===== config.mk =====
export PLATFORM = sky130hd
export DESIGN_NAME = writeback_unit
export DESIGN_NICKNAME = d
export VERILOG_FILES = /design/src/rtl/writeback_unit_pkg.sv /design/src/rtl/writeback_unit_load_formatter.sv /design/src/rtl/writeback_unit.sv
export SDC_FILE = /design/constraint.sdc
export NUM_CORES = 1
export LEC_CHECK = 0
export CAP_MARGIN = 30
export CORE_UTILIZATION = 42
export DETAILED_ROUTE_END_ITERATION = 10
export GPL_ROUTABILITY_DRIVEN = 0
export PLACE_DENSITY = 0.81
export SKIP_CTS_REPAIR_TIMING = 1
export SYNTH_ARGS = -nofsm -noshare
export SYNTH_HDL_FRONTEND = slang
export SYNTH_SLANG_ARGS = --single-unit

===== constraint.sdc =====
create_clock -name clk -period 2.7 [get_ports clk]
set_input_delay 0.675 -clock clk [delete_from_list [all_inputs] [get_ports clk]]
set_output_delay 0.675 -clock clk [all_outputs]
set_load 0.05 [all_outputs]

===== src/rtl/writeback_unit_pkg.sv =====
// Shared encodings for the register-file writeback path: load funct3 codes,
// FSM states and the register-count dependent write filter.
package writeback_unit_pkg;

    localparam logic [2:0] F3_LB  = 3'b000;
    localparam logic [2:0] F3_LH  = 3'b001;
    localparam logic [2:0] F3_LW  = 3'b010;
    localparam logic [2:0] F3_LBU = 3'b100;
    localparam logic [2:0] F3_LHU = 3'b101;

    typedef enum logic {
        IDLE      = 1'b0,
        LOAD_WAIT = 1'b1
    } wb_state_t;

`ifdef RV32I
    localparam int NUM_REGS = 32;
`else
    localparam int NUM_REGS = 16;
`endif

    // x0 is hardwired; on the 16-register build anything above x15 does not exist.
    function automatic logic rd_writable(input logic [4:0] r);
        logic ok;
        ok = (r != 5'd0);
        if (NUM_REGS == 16 && r[4])
            ok = 1'b0;
        return ok;
    endfunction

endpackage


===== src/rtl/writeback_unit_load_formatter.sv =====
// Extracts the addressed byte/halfword from a memory read word and extends it.
// Purely combinational so an LSU path can reuse it.
module load_formatter
    import writeback_unit_pkg::*;
(
    input  logic [2:0]  funct3,
    input  logic [1:0]  addr_lo,
    input  logic [31:0] rdata,
    output logic [31:0] formatted
);

    logic [7:0]  byte_sel;
    logic [15:0] half_sel;

    always_comb begin
        byte_sel  = rdata[{addr_lo, 3'b000} +: 8];
        half_sel  = addr_lo[1] ? rdata[31:16] : rdata[15:0];
        formatted = rdata;
        case (funct3)
            F3_LB:   formatted = {{24{byte_sel[7]}}, byte_sel};
            F3_LH:   formatted = {{16{half_sel[15]}}, half_sel};
            F3_LBU:  formatted = {24'd0, byte_sel};
            F3_LHU:  formatted = {16'd0, half_sel};
            default: formatted = rdata;
        endcase
    end

endmodule


===== src/rtl/writeback_unit.sv =====
// Register-file write driver: one registered write per accepted ALU result or
// completed load, with the outstanding load's destination exported for hazards.
module writeback_unit
    import writeback_unit_pkg::*;
(
    input  logic        clk,
    input  logic        rst_n,
    input  logic        alu_valid,
    input  logic [4:0]  alu_rd,
    input  logic [31:0] alu_result,
    output logic        alu_ready,
    input  logic        ld_valid,
    input  logic [4:0]  ld_rd,
    input  logic [2:0]  ld_funct3,
    input  logic [1:0]  ld_addr_lo,
    output logic        ld_ready,
    input  logic [31:0] mem_rdata,
    input  logic        mem_rvalid,
    output logic        pend_valid,
    output logic [4:0]  pend_rd,
    output logic        we,
    output logic [4:0]  rd,
    output logic [31:0] rd_data
);

    wb_state_t   state;
    logic [4:0]  cap_rd;
    logic [2:0]  cap_funct3;
    logic [1:0]  cap_addr_lo;
    logic [31:0] ld_data;

    load_formatter u_fmt (
        .funct3    (cap_funct3),
        .addr_lo   (cap_addr_lo),
        .rdata     (mem_rdata),
        .formatted (ld_data)
    );

    // Loads win when both are offered; nothing is accepted while a load is out.
    assign ld_ready   = (state == IDLE);
    assign alu_ready  = (state == IDLE) && !ld_valid;
    assign pend_valid = (state == LOAD_WAIT);
    assign pend_rd    = pend_valid ? cap_rd : 5'd0;

    always_ff @(posedge clk or negedge rst_n) begin
        if (!rst_n) begin
            state       <= IDLE;
            cap_rd      <= 5'd0;
            cap_funct3  <= 3'd0;
            cap_addr_lo <= 2'd0;
            we          <= 1'b0;
            rd          <= 5'd0;
            rd_data     <= 32'd0;
        end else begin
            we <= 1'b0;
            case (state)
                IDLE: begin
                    if (ld_valid) begin
                        cap_rd      <= ld_rd;
                        cap_funct3  <= ld_funct3;
                        cap_addr_lo <= ld_addr_lo;
                        state       <= LOAD_WAIT;
                    end else if (alu_valid && rd_writable(alu_rd)) begin
                        we      <= 1'b1;
                        rd      <= alu_rd;
                        rd_data <= alu_result;
                    end
                end
                LOAD_WAIT: begin
                    if (mem_rvalid) begin
                        // Suppressed writes still retire the load.
                        if (rd_writable(cap_rd)) begin
                            we      <= 1'b1;
                            rd      <= cap_rd;
                            rd_data <= ld_data;
                        end
                        state <= IDLE;
                    end
                end
                default: state <= IDLE;
            endcase
        end
    end

endmodule


* Yosys cells after proc, flatten, opt, wreduce, memory -nomap -nowiden
Index checks and enable logic that the tools add are counted.
** Storage, ports and cells
- Bits in registers :: 49
- Input port bits :: 84
** Operators by class
- Reductions and logical operators :: 8
- Bitwise gates (word level) :: 1
- Equality and inequality tests :: 7
- Shifts and indexed selects :: 1
- Multiplexer cells :: 27
** Operators with widths (number)
- two-way mux 32 bit :: 4
- case mux 32 bit (4 select lines) :: 1
- case mux 32 bit (2 select lines) :: 1
- variable part select 32 x 6 -> 8 bit :: 1
- two-way mux 5 bit :: 5
- two-way mux 16 bit :: 1
- two-way mux 1 bit :: 12
- case mux 5 bit (2 select lines) :: 1
- nonzero test 5 bit :: 2
- == test 3 bit, second input constant :: 2
- != test 2 x 1 -> 1 bit, second input constant :: 2
- != test 2 bit, second input constant :: 2
- case mux 1 bit (2 select lines) :: 2
- AND reduction 4 bit :: 1
- == test 3 x 1 -> 1 bit, second input constant :: 1
- logical NOT 3 bit :: 1
- logical AND 1 bit :: 2
- AND reduction 2 bit :: 1
- logical NOT 1 bit :: 1
- inverter 1 bit :: 1

* Longest topological paths before layout
Gate-level depths: netlist of the first run.
- Depth after elaboration :: 8
- Mapped depth :: 8

* Hierarchy
From an unflattened synthesis of the first run, not the netlist that was laid out.
** Second synthesis, totals
- Cell total of the unflattened synthesis :: 274
- Area, all modules :: 3046.7 um^2
** Modules (own cells, without submodules)
- writeback_unit :: times used 1, seq. area each 1226.2 um^2, area each 2285.9 um^2, cells each 156
- load_formatter :: times used 1, seq. area each 0.0 um^2, area each 760.7 um^2, cells each 118

* Worst setup path after synthesis of the first run
No wires, ideal clock.
- Path type :: reg-to-output
- From :: register state (netlist: pend_valid)
- To :: output port alu_ready
- Required time :: 2.025 ns
- Cell stages (with the launch flop) :: 5
- Arrival :: 1.880 ns
- Setup slack :: 0.145 ns
- Path through :: dfrtp_1 > buf_6 > clkbuf_1 > clkbuf_1 > nor2_1
** On the way
- Longest elaborated chain between the ends :: 2
** Ends and longest elaborated chain
- start, declared :: line writeback_unit.sv:26 : wb_state_t state;
- start signal, assigned :: line writeback_unit.sv:47 : state <= IDLE;
- start signal, assigned :: line writeback_unit.sv:62 : state <= LOAD_WAIT;
- start signal, assigned :: line writeback_unit.sv:77 : state <= IDLE;
- inverter 1 bit (no line)
- logical AND 1 bit :: line writeback_unit.sv:41 : assign alu_ready = (state == IDLE) && !ld_valid;
- end, declared :: line writeback_unit.sv:11 : output logic alu_ready,
Every way passes these cells.

* Final worst setup path of the first run
- From :: register state (netlist: pend_valid)
- To :: output port ld_ready
** On the way
- Longest elaborated chain between the ends :: 1
** Ends and longest elaborated chain
- inverter 1 bit (no line)
- end, declared :: line writeback_unit.sv:16 : output logic ld_ready,
Every way passes these cells.

==> metrics.md, run 1 <==
| Metric | Value |
|---|---|
| Result of the run | `finished, violations left` |
| Violated checks | `design-rule violations` |
| Synth Flop Type | `dfrtp_1` |
| Core Box Area | `0.006422 mm²` |
| Buffer and inverter count on the worst path | `3` |
| Number of setup violations in the final report | `0` |
| Maximum number of pins on one net before global-route repair | `43` |
| Setup WS post-layout | `around 370 ps` |
| Final count of hold timing violations | `0` |
| Worst reg2reg path endpoint | `rd_data[3]` |
| Area share of the leading cell type in the synthesized netlist | `0.4331` |
| Grt total ovfl | `0` |
| DR vias | `2,905` |
| DIE AREA | `0.007074 mm²` |
| Crit path to | `ld_ready` |
| Flip-flop and latch count after synthesis | `49` |
| Number of warnings printed during yosys synthesis | `0` |
| Total routing resource utilization after global routing | `0.2637` |
| Cell taking the most area after synthesis | `dfrtp_1` |
| Max Clk Rate | `428.9 MHz` |
| Number of clock sinks seen by CTS | `just under 50` |
| Final total negative setup slack | `0 ps` |
| Ports | `130` |
| First-pass GRT wire length | `14,720 µm` |
| Clock tree from TritonCTS | `done` |
| Worst vdd rail ir drop | `just under 0.0005 V` |
| Data required time at the worst endpoint | `2030 ps` |
| Post-route minimum period | `2332 ps` |
| Post-Synthesis Net Count | `approximately 380` |
| Port Buffer Count | `129` |
| Total power | `between 4 and 5 mW` |
| Synthesized cell area | `0.002831 mm²` |
| Largest delay contributor family on the critical path | `buffers and inverters` |
| Root buffer cell | `clkbuf_8` |
| Top post-synthesis cells by area | `dfrtp_1, nand2_1, o21bai_1` |
| Placement Setup Slack | `108.1 ps` |
| Critical path capture point type | `output pin` |
| Most numerous cell in the Yosys netlist | `dfrtp_1` |
| First element of the critical path | `pend_valid` |
| Number of vias per cell | `a little under 6` |
| Worst rel slew slack | `0.6087` |
| Power density relative to cell area | `972.7 mW/mm²` |
| Critical path class | `reg -> out` |
| Library cells used by synthesis | `about 40` |
| Worst Reg2Reg Path Length in Cells | `5` |
| Sequential cell area | `0.001226 mm²` |
| Final worst path period share | `0.8635` |
| Final-stage net count | `498` |
| DRC violation count after routing | `16` |
| Setup repair after global routing missed its margin | `false` |
| Multi-input gate area | `0.001440 mm²` |
| Fraction of the yosys area taken by sequential cells | `0.4331` |
| Number of global-route vias before repair | `2,952` |
| First-iteration detailed-routing DRC count | `198` |
| Die H | `84.11 µm` |
| Routed wirelength normalized by instance count | `roughly 19 µm` |
| Die span in x | `around 84 µm` |
| Maximum single-stage delay on the critical path | `450 ps` |
| Average size of a mapped cell | `9.664 µm²` |
| Cell with the largest stage delay on the worst path | `dfrtp_1` |
| TritonCTS buffer count | `5` |
| Most common library cells after synthesis | `dfrtp_1, nand2_1, clkbuf_1` |
| Logic depth of the worst path, buffers included | `3` |
| Deepest clock path buffer count | `2` |
| Number of diodes added for antenna fixing | `0` |
| Clock transition at the registers of the reported paths | `about 90 ps` |
| Layout fillers | `542` |
| Worst Hold Class | `in -> async` |
| Detailed-router iteration count before antenna repair | `7` |
| Number of enable flip-flop cells after synthesis | `0` |
| Actual slew at the worst max-slew pin | `586.9 ps` |
| Flop2flop setup slack | `630 ps` |
| Proportion of synthesized flip-flops having asynchronous set or reset | `1.000` |
| Clk Latency, worst-skew pair | `300 ps` |
| Endpoint arrival time on the critical path | `1660 ps` |
| Critical register-to-register path startpoint | `cap_funct3[0]` |
| Worst path most repeated cell | `buf_4` |
| Number of levels in the clock H-tree | `2` |
| Final max-slew violation count | `0` |
| Largest clock skew in the final design | `7.208 ps` |
| Share of layout cells above drive strength 1 | `0.1114` |
| Antenna violations before repair | `0` |
| Crit Path Max Fanout | `28` |
| Detailed placer's ending HPWL | `6831 µm` |
| Wire length after detailed routing | `roughly 9100 µm` |
| Effective utilization at floorplan | `0.4409` |
| Type of origin of the critical path | `register` |
| Cells after Synth | `293` |
| Total number of placement rows | `29` |
| Growth of design area from synthesis to finish | `52.98%` |
| DRT antenna net count | `0` |
| Leakage | `1.657 nW` |
| Max Cap Violations | `0` |
| Cell Chain, Critical Path | `buf_4 > inv_2 > buf_4` |
registers in the layout (all words and copies together), names as in the netlist:
register and flops:
cap_funct3 3, we 1, cap_addr_lo 2, cap_rd 5
pend_valid 1, rd_data 32, rd 5
cells in the final DEF, fill, tap and decap left out, types with 2 or more instances in the layout:
| master | instances |
|---|---|
| dfrtp_1 | 49 |
| inv_1 | 2 |
| nor4_1 | 17 |
| a2111o_1 | 8 |
| buf_12 | 8 |
| buf_4 | 14 |
| mux2i_1 | 9 |
| o221ai_1 | 7 |
| a21oi_1 | 18 |
| nor2_1 | 11 |
| and2_1 | 7 |
| nor2b_1 | 3 |
| mux2_2 | 7 |
| nand2_1 | 41 |
| a41oi_1 | 12 |
| a221oi_1 | 7 |
| a41oi_2 | 4 |
| nor3_1 | 7 |
| o21bai_1 | 17 |
| a311oi_1 | 7 |
| clkdlybuf4s50_1 | 120 |
| clkbuf_8 | 5 |
| o21ai_0 | 8 |
| o21ai_1 | 7 |
routing by layer:
metal / vias to the layer above / global-route usage / wire (µm)
li1: 1372 / - / -
met2: 132 / 0.4352 / 4295
met4: 0 / 0.07837 / 184
met1: 1383 / 0.3380 / 3826
met5: - / 0 / 0
met3: 18 / 0.07418 / 786
kinds of logic (layout without fill, tap and decap cells):
| logic type | after synthesis | in the layout | synth area share |
|---|---|---|---|
| compound gates | 102 | 102 | 0.2859 |
| simple gates | 91 | 91 | 0.1551 |
| buf+inv | 34 | 154 | 0.05833 |
| mux | 17 | 17 | 0.06761 |
| flops | 49 | 49 | 0.4331 |
per-stage QoR:
| stage | hold WS [ps] | instances | area [µm²] | util |
|---|---|---|---|---|
| 5_1_grt | 387.0 | 490 | 4332 | 0.6745 |
| 2_1_floorplan | 379.4 | 293 | 2831 | - |
| 4_1_cts | 379.2 | 490 | 4332 | 0.6745 |
| 3_3_place_gp | 469.7 | 484 | 4258 | 0.6630 |
| 6_report | 368.1 | 490 | 4332 | 0.6745 |
| 3_5_place_dp | 474.9 | 484 | 4258 | 0.6630 |
power by group:
group / switching (mW) / internal (mW)
logic: 1.63 / 0.945
clock network: 0.239 / 0.171
registers: 0.200 / 1.03
total: 2.07 / 2.14
worst min path at each step:
| stage | start | end | depth (start not counted) |
|---|---|---|---|
| 3_5_place_dp | rd[2] | rd[2] | 2 |
| 3_3_place_gp | rd[3] | rd[3] | 2 |
| 5_1_grt | rst_n | rd_data[19] | 1 |
| 4_1_cts | rst_n | rd_data[11] | 1 |
| 2_1_floorplan | rst_n | cap_addr_lo[0] | 0 |
| 6_report | rst_n | rd_data[19] | 1 |
cell type report:
cell class | instances | area share
repair buffers | 143 | 0.3397
multi-input cells | 210 | 0.3325
clock buffers | 5 | 0.01589
well taps | 77 | 0.02224
inverters | 5 | 0.005488
flip-flops and latches | 49 | 0.2831
clock inverters | 1 | 0.001155
Note: power is estimated with default switching activity, not from simulation.
==> inputs of run 2 (changes only) <==
- CORE_UTILIZATION: 42 -> 38
- GPL_TIMING_DRIVEN: default -> 0
- PLACE_DENSITY: 0.81 -> 0.78
- clock period: 2.7 -> 2.05 ns (I/O delays scaled with it)
==> metrics.md, run 2 (same netlist as run 1, synthesis figures left out) <==
| Metric | Value |
|---|---|
| Critical register-to-register path startpoint | `pend_valid` |
| Final total negative setup slack | `-66.46 ps (-66.46 ps)` |
| Critical path capture point type | `register` |
| Maximum single-stage delay on the critical path | `480 ps (+30 ps)` |
| Crit Path Max Fanout | `9 (-68%)` |
| Number of diodes added for antenna fixing | `0 (unchanged)` |
| Flip-flop count of the largest register, all copies and words added | `32 (unchanged)` |
| Grt total ovfl | `0 (unchanged)` |
| Final count of hold timing violations | `0 (unchanged)` |
| Worst vdd rail ir drop | `0.0006179 V (+28%)` |
| Final hold slack | `168.2 ps (-199.9 ps)` |
| Die span in x | `88.32 µm (+5.0%)` |
| Worst Reg2Reg Path Length in Cells | `8 (+3)` |
| Actual slew at the worst max-slew pin | `546.7 ps (-40.20 ps)` |
| Total power | `5.853 mW (+39%)` |
| Number of clock sinks seen by CTS | `49 (unchanged)` |
| Detailed placer's ending HPWL | `7736 µm (+13%)` |
| Violated checks | `negative setup slack` |
| Result of the run | `finished, violations left` |
| Number of setup violations in the final report | `5 (+5)` |
| Port Buffer Count | `129 (unchanged)` |
| Critical path class | `reg -> reg` |
| Final max-slew violation count | `0 (unchanged)` |
| Cell Chain, Critical Path | `buf_6 > or4b_4 > buf_6 > o32a_4 > inv_6 > clkbuf_16 > o21bai_1 > a41oi_1` |
| First-iteration detailed-routing DRC count | `289 (+46%)` |
| Share of layout cells above drive strength 1 | `0.1937 (+0.08231)` |
| DRC violation count after routing | `0 (-16)` |
| Number of levels in the clock H-tree | `2 (unchanged)` |
| Most frequent cells in the layout | `clkdlybuf4s50_1, dfrtp_1, nand2_1` |
| Post-route minimum period | `2078 ps` |
| Number of global-route vias before repair | `3,192 (+8.1%)` |
| Detailed-router iteration count before antenna repair | `5 (-2)` |
| Max Cap Violations | `0 (unchanged)` |
| Final-stage net count | `527 (+5.8%)` |
| DRT antenna net count | `0 (unchanged)` |
| Routed wirelength normalized by instance count | `20.13 µm (+8.5%)` |
| Setup repair after global routing missed its margin | `true` |
| Total routing resource utilization after global routing | `0.2646 (+0.0008771)` |
| Leakage | `1.903 nW (+15%)` |
| Core Box Area | `0.007214 mm² (+12%)` |
| Worst rel slew slack | `0.6349 (+0.02621)` |
| Clock tree from TritonCTS | `done` |
| Data required time at the worst endpoint | `2270 ps (+240 ps)` |
| Ports | `130 (unchanged)` |
| Endpoint arrival time on the critical path | `2300 ps (+640 ps)` |
| Final worst path period share | `1.014` |
| Register with the most flip-flops | `rd_data` |
| Number of vias per cell | `5.950 (+0.37%)` |
| Growth of design area from synthesis to finish | `67.70%` |
| DIE AREA | `0.007800 mm² (+10%)` |
| Worst path most repeated cell | `buf_6` |
| Maximum number of pins on one net before global-route repair | `29 (-33%)` |
| Wire length after detailed routing | `10,930 µm (+20%)` |
| First-pass GRT wire length | `15,810 µm (+7.4%)` |
| Clk Latency, worst-skew pair | `310 ps (about the same)` |
| DR vias | `3,231 (+11%)` |
| Worst Hold Class | `in -> async` |
| Clock transition at the registers of the reported paths | `100 ps (about the same)` |
| Total number of placement rows | `31 (+6.9%)` |
| Largest clock skew in the final design | `8.355 ps (+1.148 ps)` |
| Flop2flop setup slack | `-30 ps (-660 ps)` |
| Cell with the largest stage delay on the worst path | `or4b_4` |
| Max Clk Rate | `481.1 MHz` |
| TritonCTS buffer count | `5 (unchanged)` |
| First element of the critical path | `pend_valid` |
| Type of origin of the critical path | `register` |
| Effective utilization at floorplan | `0.3925 (-0.04840)` |
| Top Registers | `rd_data (32), cap_rd (5), rd (5)` |
| Deepest clock path buffer count | `2 (unchanged)` |
| Root buffer cell | `clkbuf_8` |
| Most common cell after layout, fill and taps aside | `clkdlybuf4s50_1` |
| Layout fillers | `574 (+5.9%)` |
| Setup WS post-layout | `-28.40 ps (-396.9 ps)` |
| Die H | `88.32 µm (+5.0%)` |
| Power density relative to cell area | `1233 mW/mm² (+27%)` |
| Antenna violations before repair | `0 (unchanged)` |
run 2: power breakdown:
part,total [mW],switching (mW),internal (mW)
Clock,0.596,0.353,0.243
Combinational,3.65,2.32,1.33
Sequential,1.61,0.255,1.35
run 2: critical path: cells and delay by family (launching register included):
kind / cells / cell delay [ps]
flip-flops: 1 / 420
AO/OA/AOI/OAI: 3 / 550
buffers and inverters: 4 / 550
AND/OR/NAND/NOR: 1 / 480
run 2: final timing paths:
kind                                    end
worst max-delay path            rd_data[24]
worst min-delay path            rd_data[23]
worst max register to register  rd_data[24]
worst min register to register   rd_data[9]
max in group asynchronous        pend_valid
min in group clk                 rd_data[9]
run 2: per-layer routing:
layer  GRT usage  share of wire
met1      0.3408           0.38
met2      0.4497           0.50
met3     0.05131           0.10
met4     0.08211          0.024
met5           0              0
run 2: final cells by class:
cell class,count,area (µm²),area share
multi-input combinational,210,1588,0.3344
timing repair buffer,142,1478,0.3112
sequential,49,1227,0.2585
buffer,29,201.4,0.04242
tap,99,123.9,0.02609
clock buffer,5,68.82,0.01449
inverter,5,31.28,0.006588
clock inverter,3,21.27,0.004480
timing repair inverter,1,8.758,0.001845
run 2: metrics by stage:
step | cells | util | worst slack, ps | instance area [µm²]
final | 543 | 0.6582 | -28.40 | 4748
after floorplan | 293 | - | -3.748 | 2846
after global routing | 543 | 0.6582 | -70.74 | 4748
after CTS | 531 | 0.6063 | -1047 | 4374
after global placement | 521 | 0.5907 | -1100 | 4262
after detailed placement | 523 | 0.5938 | -693.6 | 4284
==> inputs of run 3 (changes only) <==
- CTS_CLUSTER_SIZE: default -> 25
- SETUP_SLACK_MARGIN: default -> 0.5
- SLEW_MARGIN: default -> 20
==> metrics.md, run 3 (same netlist as run 1, synthesis figures left out) <==
| Metric | Value |
|---|---|
| Setup repair after global routing missed its margin | `true` |
| First-iteration detailed-routing DRC count | `350 (+21%)` |
| DR vias | `3,323 (+2.8%)` |
| Max Clk Rate | `486.5 MHz (+1.1%)` |
| Final total negative setup slack | `-7.459 ps (+59.00 ps)` |
| Maximum single-stage delay on the critical path | `480 ps (about the same)` |
| Register share of total power | `0.275 (about the same)` |
| Number of diodes added for antenna fixing | `0 (unchanged)` |
| Post-route minimum period | `2056 ps (-22.85 ps)` |
| Top Registers | `rd_data (32), cap_rd (5), rd (5)` |
| Final max-slew violation count | `0 (unchanged)` |
| Type of origin of the critical path | `register` |
| TritonCTS buffer count | `5 (unchanged)` |
| Cell Chain, Critical Path | `buf_8 > or4b_4 > buf_8 > o32a_4 > clkinv_8 > buf_6 > clkbuf_16 > a41oi_1` |
| Detailed placer's ending HPWL | `7811 µm (+0.97%)` |
| Final core occ | `0.6993 (+0.04110)` |
| Most frequent cells in the layout | `clkdlybuf4s50_1, dfrtp_1, nand2_1` |
| Power density relative to cell area | `1203 mW/mm² (-2.4%)` |
| Crit Path Max Fanout | `6 (-3)` |
| Number of clock sinks seen by CTS | `49 (unchanged)` |
| Number of setup violations in the final report | `2 (-3)` |
| Data required time at the worst endpoint | `2220 ps (-50 ps)` |
| Worst Hold Class | `in -> async` |
| Setup WS post-layout | `-5.549 ps (+22.85 ps)` |
| Die span in x | `88.32 µm (unchanged)` |
| Total power | `6.068 mW (+3.7%)` |
| Violated checks | `negative setup slack` |
| Core Box Area | `0.007214 mm² (unchanged)` |
| Register with the most flip-flops | `rd_data` |
| Total number of placement rows | `31 (unchanged)` |
| Cell with the largest stage delay on the worst path | `or4b_4` |
| First-pass GRT wire length | `15,900 µm (+0.52%)` |
| Critical path class | `reg -> reg` |
| Detailed-router iteration count before antenna repair | `5 (unchanged)` |
| Largest clock skew in the final design | `15.88 ps (+7.525 ps)` |
| Deepest clock path buffer count | `2 (unchanged)` |
| Total routing resource utilization after global routing | `0.2694 (+0.004847)` |
| Growth of design area from synthesis to finish | `78.17%` |
| Clock tree from TritonCTS | `done` |
| Number of vias per cell | `5.977 (+0.44%)` |
| Flop2flop setup slack | `-6 ps (+20 ps)` |
| DIE AREA | `0.007800 mm² (unchanged)` |
| Number of levels in the clock H-tree | `2 (unchanged)` |
| Effective utilization at floorplan | `0.3925 (unchanged)` |
| Result of the run | `finished, violations left` |
| Root buffer cell | `clkbuf_8` |
| Power share of the combinational group | `0.601 (-0.023)` |
| Worst vdd rail ir drop | `0.0006382 V (+3.3%)` |
| Final count of hold timing violations | `0 (unchanged)` |
| Instance count after placement with tap cells included | `523 (unchanged)` |
| Worst rel slew slack | `0.5438 (-0.09108)` |
| Number of global-route vias before repair | `3,151 (-1.3%)` |
| Routed wirelength normalized by instance count | `20.94 µm (+4.0%)` |
| Clock transition at the registers of the reported paths | `100 ps (about the same)` |
| Flip-flop count of the largest register, all copies and words added | `32 (unchanged)` |
| Grt total ovfl | `0 (unchanged)` |
| Worst reg2reg path endpoint | `rd_data[31]` |
| Endpoint arrival time on the critical path | `2230 ps (-70 ps)` |
| Most common cell after layout, fill and taps aside | `clkdlybuf4s50_1` |
| Max Cap Violations | `0 (unchanged)` |
| Ports | `130 (unchanged)` |
| Maximum number of pins on one net before global-route repair | `27 (-6.9%)` |
| Critical register-to-register path startpoint | `pend_valid` |
| Leakage | `2.059 nW (+8.2%)` |
| Port Buffer Count | `129 (unchanged)` |
| Final non-filler cell total | `556 (+2.4%)` |
| DRT antenna net count | `0 (unchanged)` |
| Antenna violations before repair | `0 (unchanged)` |
| Net switching power of the design | `3.089 mW (+5.5%)` |
| Clock network fraction of total power | `0.125 (+0.023)` |
| Clk Latency, worst-skew pair | `320 ps (about the same)` |
| Die H | `88.32 µm (unchanged)` |
| Final worst path period share | `1.003 (-0.01115)` |
| Actual slew at the worst max-slew pin | `684.3 ps (+137.5 ps)` |
| Switching Share | `0.5091 (+0.008572)` |
| Placement Setup Slack | `-683.7 ps (+9.942 ps)` |
| Worst path most repeated cell | `buf_8` |
| Critical path capture point type | `register` |
| Share of layout cells above drive strength 1 | `0.3742 (+0.1805)` |
| Final-stage net count | `540 (+2.5%)` |
| Wire length after detailed routing | `11,640 µm (+6.5%)` |
| Pint | `2.979 mW (+1.9%)` |
| Worst Reg2Reg Path Length in Cells | `8 (unchanged)` |
| DRC violation count after routing | `0 (unchanged)` |
## run 3: cell count changes in the layout (fill, tap and decap cells not counted), moves of 5 or more
cell and change:
clkdlybuf4s50_1 -32, clkbuf_2 +31, a21oi_1 -9, buf_4 +8, a21oi_2 +7, nor2_1 -7, and2_1 -6, and2_4 +6
dlymetal6s2s_1 -6, nor2_4 +6, buf_8 +5
## run 3: per-stage QoR
step           hold slack [ps]  instance area [µm²]
2_1_floorplan            216.9                 2902
3_3_place_gp             460.8                 4317
3_5_place_dp             470.9                 4344
4_1_cts                  243.9                 4464
5_1_grt                  266.4                 5045
6_report                 227.4                 5045
## run 3: worst max path at each step
stage | startpoint | to | slack, ps | depth (start not counted)
finish | pend_valid | rd_data[31] | -6 | 8
global route | pend_valid | rd_data[8] | -60 | 7
CTS | pend_valid | alu_ready | -900 | 5
detailed placement | mem_rdata[31] | rd_data[21] | -680 | 6
global placement | rst_n | pend_valid | -1150 | 1
floorplan | pend_valid | rd_data[7] | -4 | 6
## run 3: power groups by stage
stage / sequential [mW] / combinational (mW) / clock [mW]
after global routing: 1.71 / 3.81 / 0.782
after CTS: 1.59 / 3.45 / 0.753
after floorplan: 2.79 / 1.01 / 0
after detailed placement: 1.61 / 3.43 / 0
final: 1.67 / 3.64 / 0.757
after global placement: 1.59 / 3.40 / 0
## run 3: area by class of cell
type,instances,area [µm²]
plain buffers,29,275.3
clock inverters,2,37.54
fillers,539,2170
multi-input cells,211,1787
flip-flops and latches,49,1227
repair buffers,154,1456
inverters,5,43.79
well taps,99,123.9
clock buffers,6,82.58
repair inverters,1,11.26
## run 3: worst max-delay path, delay by kind of cell (launching register included)
family	cells	cell delay [ps]
AND/OR/NAND/NOR	1	480
flip-flops	1	430
buffers and inverters	5	610
AO/OA/AOI/OAI	2	390
## run 3: routing by layer
layer / wire length [µm] / vias up / track usage
li1: - / 1465 / -
met1: 4525 / 1609 / 0.3484
met2: 5755 / 210 / 0.4483
met3: 978 / 39 / 0.04757
met4: 381 / 0 / 0.1070
met5: 0 / - / 0
